==> src/rtl/md_position_pkg.sv <==
// Shared encodings for the position read path: dispatch/done commands and
// the batch engine state machine.
package md_position_pkg;

  localparam logic [1:0] DISP_HOLD   = 2'b00;
  localparam logic [1:0] DISP_GO     = 2'b01;
  localparam logic [1:0] DISP_REWIND = 2'b11;

  localparam logic [1:0] DONE_ALL    = 2'b01;

  typedef enum logic [1:0] {
    ST_IDLE,
    ST_ISSUE,
    ST_DRAIN,
    ST_HALT
  } state_t;

endpackage

==> src/rtl/position_read_unit_tag_pipe.sv <==
// Fixed-latency tag pipeline: carries {valid, last, cell, index} alongside
// each cache read so the tag emerges in the cycle the read data is valid.
module read_tag_pipe #(
  parameter int unsigned READ_LATENCY = 2,
  parameter int unsigned CELL_W       = 2,
  parameter int unsigned ADDR_W       = 8
) (
  input  logic              clk,
  input  logic              i_flush,
  input  logic              i_valid,
  input  logic              i_last,
  input  logic [CELL_W-1:0] i_cell,
  input  logic [ADDR_W-1:0] i_index,
  output logic              o_valid,
  output logic              o_last,
  output logic [CELL_W-1:0] o_cell,
  output logic [ADDR_W-1:0] o_index,
  output logic              o_busy
);

  logic [READ_LATENCY-1:0] r_valid;
  logic [READ_LATENCY-1:0] r_last;
  logic [CELL_W-1:0]       r_cell  [READ_LATENCY];
  logic [ADDR_W-1:0]       r_index [READ_LATENCY];

  always_ff @(posedge clk) begin
    if (i_flush) begin
      r_valid <= '0;
      r_last  <= '0;
    end else begin
      r_valid[0] <= i_valid;
      r_last[0]  <= i_last;
      for (int unsigned k = 1; k < READ_LATENCY; k++) begin
        r_valid[k] <= r_valid[k-1];
        r_last[k]  <= r_last[k-1];
      end
    end
  end

  // Tag payload needs no reset; it is qualified by r_valid.
  always_ff @(posedge clk) begin
    r_cell[0]  <= i_cell;
    r_index[0] <= i_index;
    for (int unsigned k = 1; k < READ_LATENCY; k++) begin
      r_cell[k]  <= r_cell[k-1];
      r_index[k] <= r_index[k-1];
    end
  end

  assign o_valid = r_valid[READ_LATENCY-1];
  assign o_last  = r_last[READ_LATENCY-1];
  assign o_cell  = r_cell[READ_LATENCY-1];
  assign o_index = r_index[READ_LATENCY-1];
  assign o_busy  = |r_valid;

endmodule

==> src/rtl/position_read_unit.sv <==
// Batch engine: per dispatch, reads one particle slot across N_CELLS cells
// from the position cache and forwards occupied positions downstream.
module position_read_unit
  import md_position_pkg::*;
#(
  parameter int unsigned N_CELLS      = 4,
  parameter int unsigned CELL_W       = 2,
  parameter int unsigned ADDR_W       = 8,
  parameter int unsigned POS_W        = 96,
  parameter int unsigned READ_LATENCY = 2
) (
  input  logic              clk,
  input  logic              reset,
  input  logic [1:0]        dispatch,
  input  logic [1:0]        done,
  input  logic [ADDR_W:0]   max_count,
  output logic              rd_en,
  output logic [CELL_W-1:0] rd_cell,
  output logic [ADDR_W-1:0] rd_addr,
  input  logic [POS_W-1:0]  rd_data,
  input  logic              rd_occ,
  output logic              out_valid,
  output logic [CELL_W-1:0] out_cell,
  output logic [ADDR_W-1:0] out_index,
  output logic [POS_W-1:0]  out_pos,
  output logic              out_last,
  output logic              in_flight,
  output logic              finished_batch,
  output logic              finished_all
);

  localparam logic [CELL_W-1:0] LAST_CELL = CELL_W'(N_CELLS - 1);
  localparam logic [ADDR_W:0]   MAX_SLOTS = {1'b1, {ADDR_W{1'b0}}};
  localparam logic [ADDR_W:0]   IDX_ONE   = {{ADDR_W{1'b0}}, 1'b1};

  state_t            r_state;
  logic [ADDR_W:0]   r_index;
  logic [ADDR_W:0]   r_count;
  logic [CELL_W-1:0] r_cell;
  logic              r_rd_en;
  logic              r_rd_last;
  logic [CELL_W-1:0] r_rd_cell;
  logic [ADDR_W-1:0] r_rd_addr;
  logic              r_in_flight;
  logic              r_fin_batch;
  logic              r_fin_all;
  logic              r_out_valid;
  logic              r_out_last;
  logic [CELL_W-1:0] r_out_cell;
  logic [ADDR_W-1:0] r_out_index;
  logic [POS_W-1:0]  r_out_pos;

  logic              w_flush;
  logic [ADDR_W:0]   w_count_in;
  logic              w_tag_valid;
  logic              w_tag_last;
  logic [CELL_W-1:0] w_tag_cell;
  logic [ADDR_W-1:0] w_tag_index;
  logic              w_pipe_busy;

  assign w_flush    = reset || (dispatch == DISP_REWIND);
  assign w_count_in = (max_count > MAX_SLOTS) ? MAX_SLOTS : max_count;

  read_tag_pipe #(
    .READ_LATENCY (READ_LATENCY),
    .CELL_W       (CELL_W),
    .ADDR_W       (ADDR_W)
  ) u_tag_pipe (
    .clk     (clk),
    .i_flush (w_flush),
    .i_valid (r_rd_en),
    .i_last  (r_rd_last),
    .i_cell  (r_rd_cell),
    .i_index (r_rd_addr),
    .o_valid (w_tag_valid),
    .o_last  (w_tag_last),
    .o_cell  (w_tag_cell),
    .o_index (w_tag_index),
    .o_busy  (w_pipe_busy)
  );

  always_ff @(posedge clk) begin
    if (w_flush) begin
      r_state     <= ST_IDLE;
      r_index     <= '0;
      r_count     <= w_count_in;
      r_cell      <= '0;
      r_rd_en     <= 1'b0;
      r_rd_last   <= 1'b0;
      r_rd_cell   <= '0;
      r_rd_addr   <= '0;
      r_in_flight <= 1'b0;
      r_fin_batch <= 1'b0;
      r_fin_all   <= 1'b0;
    end else begin
      r_rd_en   <= 1'b0;
      r_rd_last <= 1'b0;
      case (r_state)
        ST_IDLE: begin
          if (done == DONE_ALL) begin
            r_state <= ST_HALT;
          end else if (dispatch == DISP_GO) begin
            if (r_index < r_count) begin
              // Cell 0 is issued on the accepting edge so reads start at A+1.
              r_rd_en     <= 1'b1;
              r_rd_cell   <= '0;
              r_rd_addr   <= r_index[ADDR_W-1:0];
              r_rd_last   <= (N_CELLS == 1);
              r_cell      <= CELL_W'(1);
              r_state     <= (N_CELLS == 1) ? ST_DRAIN : ST_ISSUE;
              r_in_flight <= 1'b1;
              r_fin_batch <= 1'b0;
            end else begin
              r_fin_batch <= 1'b1;
              r_fin_all   <= 1'b1;
            end
          end
        end
        ST_ISSUE: begin
          r_rd_en   <= 1'b1;
          r_rd_cell <= r_cell;
          r_rd_last <= (r_cell == LAST_CELL);
          if (r_cell == LAST_CELL) begin
            r_state <= ST_DRAIN;
          end else begin
            r_cell <= r_cell + CELL_W'(1);
          end
        end
        ST_DRAIN: begin
          if (!r_rd_en && !w_pipe_busy) begin
            r_state     <= ST_IDLE;
            r_index     <= r_index + IDX_ONE;
            r_in_flight <= 1'b0;
            r_fin_batch <= 1'b1;
            r_fin_all   <= ((r_index + IDX_ONE) == r_count);
          end
        end
        ST_HALT: begin
          r_state <= ST_HALT;
        end
        default: begin
          r_state <= ST_IDLE;
        end
      endcase
    end
  end

  // out_last marks the batch end even when the final slot is empty.
  always_ff @(posedge clk) begin
    if (w_flush) begin
      r_out_valid <= 1'b0;
      r_out_last  <= 1'b0;
      r_out_cell  <= '0;
      r_out_index <= '0;
      r_out_pos   <= '0;
    end else begin
      r_out_valid <= w_tag_valid && rd_occ;
      r_out_last  <= w_tag_valid && w_tag_last;
      if (w_tag_valid) begin
        r_out_cell  <= w_tag_cell;
        r_out_index <= w_tag_index;
        r_out_pos   <= rd_data;
      end
    end
  end

  assign rd_en          = r_rd_en;
  assign rd_cell        = r_rd_cell;
  assign rd_addr        = r_rd_addr;
  assign out_valid      = r_out_valid;
  assign out_last       = r_out_last;
  assign out_cell       = r_out_cell;
  assign out_index      = r_out_index;
  assign out_pos        = r_out_pos;
  assign in_flight      = r_in_flight;
  assign finished_batch = r_fin_batch;
  assign finished_all   = r_fin_all;

endmodule

==> config.mk <==
export PLATFORM = sky130hd
export DESIGN_NAME = position_read_unit
export DESIGN_NICKNAME = d
export VERILOG_FILES = /design/src/rtl/md_position_pkg.sv /design/src/rtl/position_read_unit_tag_pipe.sv /design/src/rtl/position_read_unit.sv
export SDC_FILE = /design/constraint.sdc
export NUM_CORES = 1
export LEC_CHECK = 0
export CAP_MARGIN = 40
export CORE_MARGIN = 1
export CORE_UTILIZATION = 30
export CTS_BUF_LIST = sky130_fd_sc_hd__clkbuf_16
export CTS_CLUSTER_SIZE = 40
export DETAILED_ROUTE_END_ITERATION = 7
export HOLD_SLACK_MARGIN = 0.15
export SLEW_MARGIN = 40
export SYNTH_ARGS = -nofsm -noshare
export SYNTH_HDL_FRONTEND = slang
export SYNTH_HIERARCHICAL = 1
export SYNTH_SLANG_ARGS = --single-unit
==> constraint.sdc <==
create_clock -name clk -period 1.95 [get_ports clk]
set_input_delay 0.39 -clock clk [delete_from_list [all_inputs] [get_ports clk]]
set_output_delay 0.39 -clock clk [all_outputs]
set_load 0.02 [all_outputs]
======== Word level (Yosys, flattened, before mapping) ========
Memories as Yosys holds them, arrays and structs flattened. A register that Yosys moved wholly into a read port is not among the register bits.
Cells that the tools add are included.
storage, ports and cells
  memories kept ........................... 2
  flip-flop bits (word level) ............. 139
  bits of input ports ..................... 112
  word-level logic and storage cells ...... 92
  RAM bits ................................ 20
  output and inout port bits .............. 122
memory list
  memory              words  width  read ports  clocked after Yosys merged registers in  wr ports  line                               RTL
  u_tag_pipe.r_index  2      8      2           1                                        2         position_read_unit_tag_pipe.sv:24  logic [ADDR_W-1:0] r_index [READ_LATENCY];
  u_tag_pipe.r_cell   2      2      2           1                                        2         position_read_unit_tag_pipe.sv:23  logic [CELL_W-1:0] r_cell [READ_LATENCY];
cells by class
  $lt $le $gt $ge ......................... 2
  bitwise logic cells ..................... 2
  eq/ne operators ......................... 17
  reductions and logical operators ........ 19
  muxes and demuxes ....................... 32
  $add $sub $neg .......................... 2
operators by type and width
  operator               count
  $mux W2                10
  $reduce_and A4 Y1      4
  $mux W1                15
  $reduce_and A5 Y1      3
  $ne A2 B2 Y1 const B   7
  $add A9 B1 Y9 const B  1
  $eq A9 B9 Y1           1
  $gt A9 B9 Y1 const B   1
  $lt A9 B9 Y1           1
  $eq A2 B2 Y1 const B   4
  $pmux W1 S2            4
  $pmux W2 S2            2
  $pmux W2 S4            1
  $eq A2 B1 Y1 const B   3
  $ne A3 B3 Y1 const B   2
  $reduce_bool A2 Y1     2
  $reduce_or A2 Y1       2
  $logic_and A1 B1 Y1    3
  $add A2 B1 Y2 const B  1
  $logic_not A1 Y1       2
  $logic_not A2 Y1       1
  $not A1 Y1             2
  $reduce_and A2 Y1      1
  $logic_or A1 B1 Y1     1

======== Logic depth before layout (Yosys ltp) ========
Gate-level depths: netlist of run 1.
  depth in word-level cells ............... 5
  gate-level depth with buffers ........... 9
  gate-level depth less buffers ........... 8

======== By module ========
Netlist of run 1, hierarchy kept.
modules (own cells, without submodules)
  module              area an instance (um^2)  cells each  seq. area each (um^2)  instances
  position_read_unit  5745.5                   564         2992.9                 1
  read_tag_pipe       586.8                    39          480.5                  1

======== Worst setup path before layout of run 1 ========
No wires, ideal clock.
  path type ............................... register to register
  start ................................... reg r_count[6]
  end ..................................... reg r_rd_cell[1], in the netlist rd_cell[1]
  cell stages (with the launch flop) ...... 10
  path slack .............................. -26 ps
  data required time ...................... 1833 ps
  clock period less this slack ............ 1976 ps
  setup time .............................. 117 ps
  path buffers ............................ 1
  data arrival time ....................... 1859 ps
  cell sequence ........................... edfxtp_1 inv_1 ha_1 a211o_1 o211ai_2 and2b_2 and4b_1 buf_4 nor3_1 a22o_1
between the ends
  cells in the longest elaborated chain, start to end .. 3
RTL lines
  element                      line                       RTL
  start, declared              position_read_unit.sv:38   logic [ADDR_W:0] r_count;
  start signal, assigned       position_read_unit.sv:86   r_count <= w_count_in;
  $lt A9 B9 Y1                 position_read_unit.sv:103  if (r_index < r_count) begin
  $ne A2 B2 Y1 (no line)       --
  $reduce_and A4 Y1 (no line)  --
  end signal, assigned         position_read_unit.sv:121  r_rd_cell <= r_cell;
  end, declared                position_read_unit.sv:42   logic [CELL_W-1:0] r_rd_cell;
Every way passes these cells.
A chain may end at the register's enable or synchronous reset.

======== Worst setup path in the final report of run 1 ========
  start ................................... reg r_count[6]
  end ..................................... reg r_cell[1]
between the ends
  cells in the longest elaborated chain, start to end .. 3
RTL lines
  element                      line                       RTL
  $lt A9 B9 Y1                 position_read_unit.sv:103
  $ne A2 B2 Y1 (no line)       --
  $reduce_and A5 Y1 (no line)  --
  end signal, assigned         position_read_unit.sv:126  r_cell <= r_cell + CELL_W'(1);
  end, declared                position_read_unit.sv:39   logic [CELL_W-1:0] r_cell;
Every way passes these cells.

==> results.sh, run 1 <==
export IMPL_hpwl_um=11500
export IMPL_p_per_area_nw_per_um2=825
export IMPL_multi_input_area_um2=2690
export IMPL_cp_endpoint="r_cell[1]"
export IMPL_grt_max_degree=109
export IMPL_fin_hold_ws_ns=0.326
export IMPL_htree_levels=4
export IMPL_wl_per_cell_um=14.1
export IMPL_r2r_end="r_cell[1]"
export IMPL_vdd_drop_max_mv=0.517
export IMPL_rrSetupSlack_ns=-0.06
export IMPL_synth_edf_count=9
export IMPL_yosys_area_top_type="dfxtp_1"
export IMPL_cp_arrival_ns=2.32
export IMPL_syn_area_per_cell_um2=10.5
export IMPL_num_io_pins=234
export IMPL_wl_um=16100
export IMPL_final_hold_viol_count=0
export IMPL_setup_viol=5
export IMPL_die_w_um=147
export IMPL_clock_latency_ns=0.42
export IMPL_dieArea_um2=21700
export IMPL_seqCellArea_um2=3480
export IMPL_antenna_left=0
export IMPL_skew_ns=0.0107
export IMPL_synth_top_cells_by_count="dfxtp_1 (160), nor2_1 (127), mux2i_1 (114)"
export IMPL_cp_num_buf_inv=2
export IMPL_diodes=0
export IMPL_die_h_um=147
export IMPL_path_delay_family="compound AO/OA/AOI/OAI gates"
export IMPL_synth_ff_type="dfxtp_1"
export IMPL_start_util=0.309
export IMPL_synth_most_common_cell="dfxtp_1"
export IMPL_yosysUniqueCellTypes=47
export IMPL_rsz0062_at_grt="yes"
export IMPL_grt_first_pass_wirelength_um=25600
export IMPL_drt_first_pass_iters=5
export IMPL_drive_above_1_share=0.108
export IMPL_root_buffer="clkbuf_16"
export IMPL_hp_class="reg2reg"
export IMPL_vias=4993
export IMPL_violations="setup timing"
export IMPL_placed_area_um2=9250
export IMPL_fin_crit_sh=1.03
export IMPL_seq_area_frac_synth=0.549
export IMPL_setup_ws_ns=-0.0571
export IMPL_slew_headroom=0.426
export IMPL_grt_ovfl_total=0
export IMPL_holdBufCountCts=0
export IMPL_final_core_util=0.485
export IMPL_cp_startpoint="r_count[6]"
export IMPL_path_max_fanout=4
export IMPL_synth_cells=603
export IMPL_nNetsFinal=985
export IMPL_synthArstFlopShare=0
export IMPL_grt_pass1_vias=4831
export IMPL_critical_path_cell_chain="inv_2 -> ha_4 -> a211o_1 -> o211ai_2 -> and2b_2 -> and4b_2 -> buf_6 -> o32ai_2 -> a32o_1"
export IMPL_worst_path_largest_cell_delay_ns=0.40
export IMPL_yosys_register_bits=169
export IMPL_syn_area_um2=6330
export IMPL_yosys_top_cells_area="dfxtp_1 (51%), mux2i_1 (18%), nor2_1 (7.5%), edfxtp_1 (4.3%), ha_1 (3.0%)"
export IMPL_drc=0
export IMPL_synth_top_area_share=0.506
export IMPL_status="finished with violations"
export IMPL_rows=52
export IMPL_tightest_slew_ns=0.861
export IMPL_required_ns=2.27
export IMPL_slew_viol_final=0
export IMPL_syn_to_final_growth_pct=57.0
export IMPL_maxCapViolations=0
export IMPL_cts_tree="built"
export IMPL_first_iter_violations=165
export IMPL_fin_crit_ns=2.01
export IMPL_end_kind="flip-flop"
export IMPL_cts_buffer_depth=2
export IMPL_clkTransAtPathRegs_ns=0.07
export IMPL_p_leak_uw=0.00359
export IMPL_worstSetupStartpointType="flip-flop"
export IMPL_core_um2=20500
export IMPL_cts_sinks=169
export IMPL_yosys_warnings=6
export IMPL_antenna_found_initial=0
export IMPL_crit_cells=9
export IMPL_gr_usage_all_layers=0.150
export IMPL_port_buffers=233
export IMPL_reg2reg_depth=9
export IMPL_n_fill_cell=1936
export IMPL_stdcell_area_um2=9940
export IMPL_cts_buffers=17
export IMPL_place_gp_congestion=0.758
export IMPL_max_freq_ghz=0.498
export IMPL_r2r_start="r_count[6]"
export IMPL_syn_num_nets=730
export IMPL_detail_route_vias_per_cell=4.38
export IMPL_cp_slowest_cell="edfxtp_1"
export IMPL_crit_type="reg2reg"
[metrics by stage]
stage | worst slack [ns] | std cells | setup TNS [ns] | total power, µW
5_1_grt | -0.167 | 1141 | -1.35 | 8610
2_1_floorplan | 0.00242 | 603 | 0 | 4350
3_5_place_dp | -0.0361 | 1107 | -0.212 | 4970
3_3_place_gp | -0.00424 | 1107 | -0.00769 | 4970
4_1_cts | -0.0406 | 1140 | -0.158 | 8300
6_report | -0.0571 | 1141 | -0.136 | 8200
[timing repair]
action	4_1_cts	5_1_grt
setup endpoints to repair	12	19
pin swaps	5	2
gates resized for setup	12	9
setup buffers	1	1
[how the worst min path moves through the flow]
| stage | from | endpoint | slack, ns | cells past startpoint |
|---|---|---|---|---|
| after floorplan | u_tag_pipe/r_cell[0][0] | u_tag_pipe/r_cell[0][2] | 0.31 | 0 |
| after global placement | u_tag_pipe/r_index[0][3] | u_tag_pipe/r_index[0][11] | 0.31 | 0 |
| after detailed placement | u_tag_pipe/r_cell[0][0] | u_tag_pipe/r_cell[0][2] | 0.31 | 0 |
| after CTS | u_tag_pipe/r_index[0][2] | u_tag_pipe/r_index[0][10] | 0.33 | 0 |
| after global routing | u_tag_pipe/r_cell[0][0] | u_tag_pipe/r_cell[0][2] | 0.33 | 0 |
| final | u_tag_pipe/r_index[0][1] | u_tag_pipe/r_index[0][9] | 0.33 | 0 |
[layout make-up]
type | instances | share of cell area
clock inverter | 15 | 0.0145
inverter | 16 | 0.00629
timing repair buffer | 277 | 0.282
clock buffer | 17 | 0.0428
sequential | 169 | 0.350
multi-input combinational | 377 | 0.271
tap | 270 | 0.0340
[logic make-up (layout without fill, tap and decap cells)]
family,after synthesis,in the layout,share of synthesized area
and+or+nand+nor,189,189,0.134
DFF,169,169,0.549
muxes,114,114,0.180
buffers and inverters,57,325,0.0411
AOI/OAI and AO/OA,44,44,0.0456
adders and majority gates,15,15,0.0296
xor gates and xnor gates,15,15,0.0207
[metal layers]
metal | global-route usage | vias up | share of wire
li1 | - | 2532 | -
met3 | 0.0457 | 18 | 0.061
met2 | 0.242 | 166 | 0.47
met1 | 0.188 | 2277 | 0.45
met5 | 0 | - | 0
met4 | 0.0577 | 0 | 0.018
[sequential cells by signal, indices dropped and copies added (netlist names), 4 cells and up]
signal	count
out_pos	96
rd_addr	8
u_tag_pipe/r_cell	4
r_count	9
r_index	9
u_tag_pipe/r_index	16
out_index	8
[where the power goes]
part | internal (µW) | leakage (µW) | total [µW] | switching [µW]
combinational | 699 | 0.00193 | 1310 | 606
sequential | 3580 | 0.00138 | 3640 | 68.1
clock | 1790 | 0.000276 | 3250 | 1460
[cell usage in the layout, fill, tap and decap left out, types with 4 or more instances in the layout]
| cell | count |
|---|---|
| nand2_1 | 14 |
| clkinv_4 | 5 |
| dfxtp_1 | 159 |
| clkbuf_16 | 17 |
| or3_1 | 4 |
| xnor2_1 | 12 |
| inv_1 | 12 |
| and3_1 | 5 |
| o21ai_0 | 6 |
| mux2i_1 | 114 |
| nor3_1 | 4 |
| a21oi_1 | 14 |
| edfxtp_1 | 9 |
| nor2_1 | 127 |
| buf_4 | 31 |
| nor2b_1 | 16 |
| buf_12 | 10 |
| clkdlybuf4s50_1 | 232 |
| ha_1 | 13 |
(Power assumes the default switching activity.)
==> run 2: changes to the inputs <==
Settings changed: SETUP_SLACK_MARGIN set to 0.05.
==> run 2 against run 1 <==
Effect of this change:
- the run still ends with setup timing left
- worst hold slack better by 0.0026 ns
- sequential power is essentially flat
- critical path depth increased by 1
- clock power is 2% lower
- first-iteration DRC count shrank 13%
- combinational power grew 4%
- routed wire length is 1.2% higher
- non-clock buffer count stayed put
- maximum frequency shrank 1.0%
- count of clock-buffer cells in the layout unchanged
- die area unchanged
- critical endpoint is now r_cell[0]
==> results.sh, run 2 (synthesis gave the netlist of run 1 again) <==
export IMPL_fin_hold_ws_ns=0.328
export IMPL_cts_buffers=17
export IMPL_maxCapViolations=0
export IMPL_tns_ns=-0.239
export IMPL_drt_first_pass_iters=4
export IMPL_grtUsageMet1=0.190
export IMPL_worstSetupStartpointType="flip-flop"
export IMPL_antenna_found_initial=0
export IMPL_syn_to_final_growth_pct=56.0
export IMPL_cts_sinks=169
export IMPL_drive_above_1_share=0.121
export IMPL_final_core_util=0.482
export IMPL_holdBufCountCts=0
export IMPL_cts_tree="built"
export IMPL_hp_class="reg2reg"
export IMPL_final_hold_viol_count=0
export IMPL_use_met2=0.239
export IMPL_crit_type="reg2reg"
export IMPL_drc=0
export IMPL_skew_ns=0.00785
export IMPL_rows=52
export IMPL_grt_max_degree=109
export IMPL_slew_viol_final=0
export IMPL_gr_usage_all_layers=0.150
export IMPL_fin_crit_ns=2.03
export IMPL_p_per_area_nw_per_um2=831
export IMPL_dp_slack_ns=-0.0477
export IMPL_r2r_end="r_cell[0]"
export IMPL_rsz0062_at_grt="yes"
export IMPL_htree_levels=4
export IMPL_path_max_fanout=4
export IMPL_cp_startpoint="r_count[1]"
export IMPL_vias=4932
export IMPL_first_iter_violations=144
export IMPL_status="finished with violations"
export IMPL_r2r_start="r_count[1]"
export IMPL_die_h_um=147
export IMPL_final_common_cell="clkdlybuf4s50_1"
export IMPL_met3_usage=0.0475
export IMPL_p_leak_uw=0.00357
export IMPL_end_kind="flip-flop"
export IMPL_required_ns=2.26
export IMPL_cp_endpoint="r_cell[0]"
export IMPL_nNetsFinal=985
export IMPL_die_w_um=147
export IMPL_setup_ws_ns=-0.0778
export IMPL_start_util=0.309
export IMPL_core_um2=20500
export IMPL_num_io_pins=234
export IMPL_antenna_left=0
export IMPL_grt_pass1_vias=4747
export IMPL_port_buffers=233
export IMPL_dieArea_um2=21700
export IMPL_setup_viol=9
export IMPL_wl_um=16300
export IMPL_max_freq_ghz=0.493
export IMPL_cts_buffer_depth=2
export IMPL_place_gp_congestion=0.781
export IMPL_tightest_slew_ns=0.878
export IMPL_final_cell_mix="clkdlybuf4s50_1 (230), dfxtp_1 (158), nor2_1 (127)"
export IMPL_detail_route_vias_per_cell=4.32
export IMPL_rrSetupSlack_ns=-0.08
export IMPL_vdd_drop_max_mv=0.567
export IMPL_grt_first_pass_wirelength_um=25300
export IMPL_slew_headroom=0.415
export IMPL_reg2reg_depth=10
export IMPL_wl_per_cell_um=14.3
export IMPL_power_uw=8210
export IMPL_clkTransAtPathRegs_ns=0.07
export IMPL_violations="setup timing"
export IMPL_largest_register_ffs=96
export IMPL_root_buffer="clkbuf_16"
export IMPL_fin_crit_sh=1.04
export IMPL_hpwl_um=11500
export IMPL_clock_latency_ns=0.42
export IMPL_grt_ovfl_total=0
export IMPL_cp_arrival_ns=2.34
export IMPL_diodes=0
export IMPL_top_usage_layer="met2"
==> run 2: cell count changes in the layout (fill, tap and decap cells not counted), moves of 3 or more <==
cell,previous run,this run
a21oi_1,14,11
a21oi_2,1,4
clkinv_1,3,0
buf_12,10,3
clkinv_4,5,2
buf_4,31,36
inv_6,2,7
==> run 2: cell type report <==
cell class                 instances  area [µm²]
timing repair buffer             277        2720
fill                            1932       10600
multi-input combinational        377        2720
clock buffer                      17         425
sequential                       169        3480
tap                              270         338
inverter                          16        62.6
clock inverter                    15         130
==> run 2: timing repair <==
action,CTS,global route
pin swaps,2,5
buffers inserted,3,4
endpoints found under the setup margin,17,23
hold endpoints to repair,0,0
gates resized for setup,8,24
==> run 2: power by group <==
group | switching (µW) | total [µW] | internal [µW] | leakage (µW)
logic | 649 | 1360 | 711 | 0.00191
clock network | 1520 | 3200 | 1680 | 0.000276
registers | 72.0 | 3650 | 3580 | 0.00138
total | 2240 | 8210 | 5970 | 0.00357
==> run 2: how the worst min path moves through the flow <==
| stage | cells after the start | slack [ns] | endpoint | startpoint |
|---|---|---|---|---|
| floorplan | 0 | 0.31 | u_tag_pipe/r_cell[0][2] | u_tag_pipe/r_cell[0][0] |
| global placement | 0 | 0.31 | u_tag_pipe/r_index[0][9] | u_tag_pipe/r_index[0][1] |
| detailed placement | 0 | 0.31 | u_tag_pipe/r_index[0][11] | u_tag_pipe/r_index[0][3] |
| CTS | 0 | 0.33 | u_tag_pipe/r_index[0][15] | u_tag_pipe/r_index[0][7] |
| global route | 0 | 0.34 | u_tag_pipe/r_index[0][15] | u_tag_pipe/r_index[0][7] |
| finish | 0 | 0.33 | u_tag_pipe/r_index[0][15] | u_tag_pipe/r_index[0][7] |
==> run 2: stage by stage <==
stage / cell area, µm² / std cells
floorplan: 6340 / 603
global placement: 9130 / 1102
detailed placement: 9130 / 1102
CTS: 9740 / 1137
global route: 9880 / 1141
finish: 9880 / 1141
==> run 2: worst max-delay path: stages (launching register included) <==
cell	delay [ns]
edfxtp_1	0.34
inv_1	0.05
ha_1	0.25
nor2b_1	0.12
o2111ai_1	0.13
a21o_1	0.23
and4b_2	0.28
buf_6	0.14
buf_4	0.13
o311ai_4	0.22
a21oi_2	0.04
==> run 2: per-layer routing <==
| metal | vias to the layer above | share of wire |
|---|---|---|
| met1 | 2234 | 0.46 |
| li1 | 2536 | - |
| met5 | - | 0 |
| met2 | 145 | 0.47 |
| met3 | 17 | 0.057 |
| met4 | 0 | 0.016 |
==> run 3: changes to the inputs <==
Settings changed: ABC_AREA set to 1, CELL_PAD_IN_SITES_DETAIL_PLACEMENT set to 1, CELL_PAD_IN_SITES_GLOBAL_PLACEMENT set to 2, CORE_MARGIN 1 to unset, CORE_UTILIZATION 30 to 22, PLACE_DENSITY_LB_ADDON set to 0.1.
==> run 3 against run 2 <==
Effect of this change:
- the flow now finishes without violations
- worst setup slack gained 0.19 ns
- synthesized cell count grew 35%
- clock power up 4%
- cell area up 3.0%
- first-iteration DRC count rose by 67%
- sequential cell count unchanged
- clock skew up 0.0077 ns
- core utilization down 13 points
- final cell count increased by 28%
- area after synthesis increased by 1.1%
- maximum frequency up 10%
- die area up 37%
- critical path type is now reg2out
- highest routed layer unchanged
==> results.sh, run 3 <==
export IMPL_status="complete, no violations"
export IMPL_n_fill_cell=3355
export IMPL_rsz0062_at_grt="yes"
export IMPL_path_delay_family="buffers and inverters"
export IMPL_synth_cells=815
export IMPL_clockPowerShare=0.369
export IMPL_tightest_slew_ns=0.708
export IMPL_vias=6050
export IMPL_synth_edf_count=9
export IMPL_p_leak_uw=0.00377
export IMPL_rrSetupSlack_ns=0.13
export IMPL_end_kind="primary output"
export IMPL_cp_num_buf_inv=1
export IMPL_setup_ws_ns=0.108
export IMPL_wl_per_cell_um=14.5
export IMPL_core_um2=28600
export IMPL_start_util=0.224
export IMPL_yosys_area_top_type="dfxtp_1"
export IMPL_worst_path_largest_cell_delay_ns=0.68
export IMPL_cts_buffers=17
export IMPL_switching_share=0.307
export IMPL_tns_ns=0
export IMPL_nNetsFinal=1192
export IMPL_largest_register_ffs=96
export IMPL_num_io_pins=234
export IMPL_diodes=0
export IMPL_placed_area_um2=9320
export IMPL_slew_viol_final=0
export IMPL_seqCellArea_um2=3480
export IMPL_rows=62
export IMPL_cp_arrival_ns=1.45
export IMPL_drive_above_1_share=0.122
export IMPL_cts_sinks=169
export IMPL_comb_power_share=0.212
export IMPL_maxCapViolations=0
export IMPL_hpwl_um=15000
export IMPL_port_buffers=233
export IMPL_stdcell_area_um2=10200
export IMPL_syn_num_nets=942
export IMPL_synth_top_cells_by_count="nand2_1 (275), dfxtp_1 (160), a21oi_1 (134)"
export IMPL_die_h_um=173
export IMPL_place_gp_congestion=0.710
export IMPL_fin_cells=1462
export IMPL_fin_crit_sh=0.945
export IMPL_holdBufCountCts=0
export IMPL_htree_levels=4
export IMPL_grt_ovfl_total=0
export IMPL_gr_usage_all_layers=0.144
export IMPL_multi_input_area_um2=2580
export IMPL_syn_area_per_cell_um2=7.85
export IMPL_power_frac_seq=0.419
export IMPL_skew_ns=0.0155
export IMPL_syn_area_um2=6400
export IMPL_placed_cells=1417
export IMPL_final_cell_mix="nand2_1 (268), clkdlybuf4s50_1 (228), dfxtp_1 (159)"
export IMPL_max_freq_ghz=0.543
export IMPL_hp_class="reg2reg"
export IMPL_wl_um=21200
export IMPL_synthArstFlopShare=0
export IMPL_seq_area_frac_synth=0.543
export IMPL_dp_slack_ns=-0.0965
export IMPL_slew_headroom=0.528
export IMPL_die_w_um=173
export IMPL_required_ns=1.56
export IMPL_antenna_left=0
export IMPL_syn_to_final_growth_pct=59.0
export IMPL_drc=0
export IMPL_synth_ff_type="dfxtp_1"
export IMPL_dieArea_um2=29800
export IMPL_yosys_top_cells_area="dfxtp_1 (50%), nand2_1 (16%), a21oi_1 (10%), edfxtp_1 (4.2%), inv_1 (3.5%)"
export IMPL_antenna_found_initial=0
export IMPL_yosys_register_bits=169
export IMPL_vdd_drop_max_mv=0.466
export IMPL_setup_viol=0
export IMPL_fin_crit_ns=1.84
export IMPL_critical_path_cell_chain="clkdlybuf4s50_1"
export IMPL_final_common_cell="nand2_1"
export IMPL_path_max_fanout=3
export IMPL_yosysUniqueCellTypes=30
export IMPL_grt_pass1_vias=6031
export IMPL_cp_slowest_cell="clkdlybuf4s50_1"
export IMPL_crit_type="reg2out"
export IMPL_yosys_warnings=6
export IMPL_drt_first_pass_iters=4
export IMPL_clkTransAtPathRegs_ns=0.08
export IMPL_synth_most_common_cell="nand2_1"
export IMPL_final_hold_viol_count=0
export IMPL_clock_latency_ns=0.43
export IMPL_cts_tree="built"
export IMPL_synth_top_area_share=0.500
export IMPL_p_int_uw=6270
export IMPL_fin_hold_ws_ns=0.321
export IMPL_p_per_area_nw_per_um2=888
export IMPL_worstSetupStartpointType="flip-flop"
export IMPL_detail_route_vias_per_cell=4.14
export IMPL_grt_max_degree=66
export IMPL_root_buffer="clkbuf_16"
export IMPL_first_iter_violations=240
export IMPL_cts_buffer_depth=2
export IMPL_grt_first_pass_wirelength_um=33700
export IMPL_switching_power_uw=2770
-- run 3: cell count changes after synthesis, sizes merged, moves of 20 or more --
cell and delta:
mux2i -114, inv +45, a21oi +121, nand3 +20
nand2 +264, nor2 -83
-- run 3: power groups by stage --
| stage | sequential (µW) | clock, µW | combinational [µW] |
|---|---|---|---|
| after floorplan | 3940 | 0 | 837 |
| after global placement | 3860 | 0 | 1750 |
| after detailed placement | 3860 | 0 | 1750 |
| after CTS | 3780 | 3490 | 1850 |
| after global routing | 3810 | 3660 | 2160 |
| final | 3790 | 3340 | 1920 |
-- run 3: logic make-up (layout without fill, tap and decap cells) --
kind of cell / after synthesis / in the layout / synth area share
flops: 169 / 169 / 0.543
buf+inv: 116 / 379 / 0.0776
fa+ha+maj: 15 / 15 / 0.0293
compound gates: 161 / 161 / 0.129
simple gates: 352 / 352 / 0.218
xor+xnor: 2 / 2 / 0.00274
-- run 3: worst register-to-register path: cells and delay by family (launching register included) --
kind                       cells  cell delay, ns
and+or+nand+nor                5            0.43
buffers and inverters          4            0.59
adders and majority gates      1            0.20
DFF                            1            0.41
AOI/OAI and AO/OA              1            0.12
-- run 3: what timing repair did --
item | CTS | global route
endpoints found under the setup margin | 16 | 19
pin swaps | 4 | 15
buffers inserted | 11 | 2
gates resized for setup | 16 | 38
cloned | 1 | 0
-- run 3: path summary, 6_finish.rpt --
kind	startpoint	to	cells past startpoint
setup / recovery	rd_addr[2]	rd_addr[2]	1
hold / removal	u_tag_pipe/r_cell[0][1]	u_tag_pipe/r_cell[0][3]	0
setup reg to reg	r_count[7]	rd_addr[6]	11
hold reg to reg	u_tag_pipe/r_cell[0][1]	u_tag_pipe/r_cell[0][3]	0
-- run 3: final cells by class --
type	count	area share
Clock inverter	15	0.0150
Tap cell	384	0.0472
Inverter	63	0.0237
Multi-Input combinational cell	530	0.253
Sequential cell	169	0.342
Clock buffer	17	0.0418
Timing Repair Buffer	284	0.277
-- run 3: layer usage --
metal | GRT usage | share of wire | wire length [µm] | up-vias
li1 | - | - | - | 3083
met1 | 0.189 | 0.48 | 10200 | 2807
met2 | 0.236 | 0.47 | 9910 | 147
met3 | 0.0367 | 0.045 | 950 | 13
met4 | 0.0335 | 0.0078 | 165 | 0
met5 | 0 | 0 | 0 | -
-- run 3: per-stage QoR --
stage	util	power, µW
after floorplan	-	4780
after global placement	0.326	5610
after detailed placement	0.326	5610
after CTS	0.351	9120
after global routing	0.356	9620
final	0.356	9040
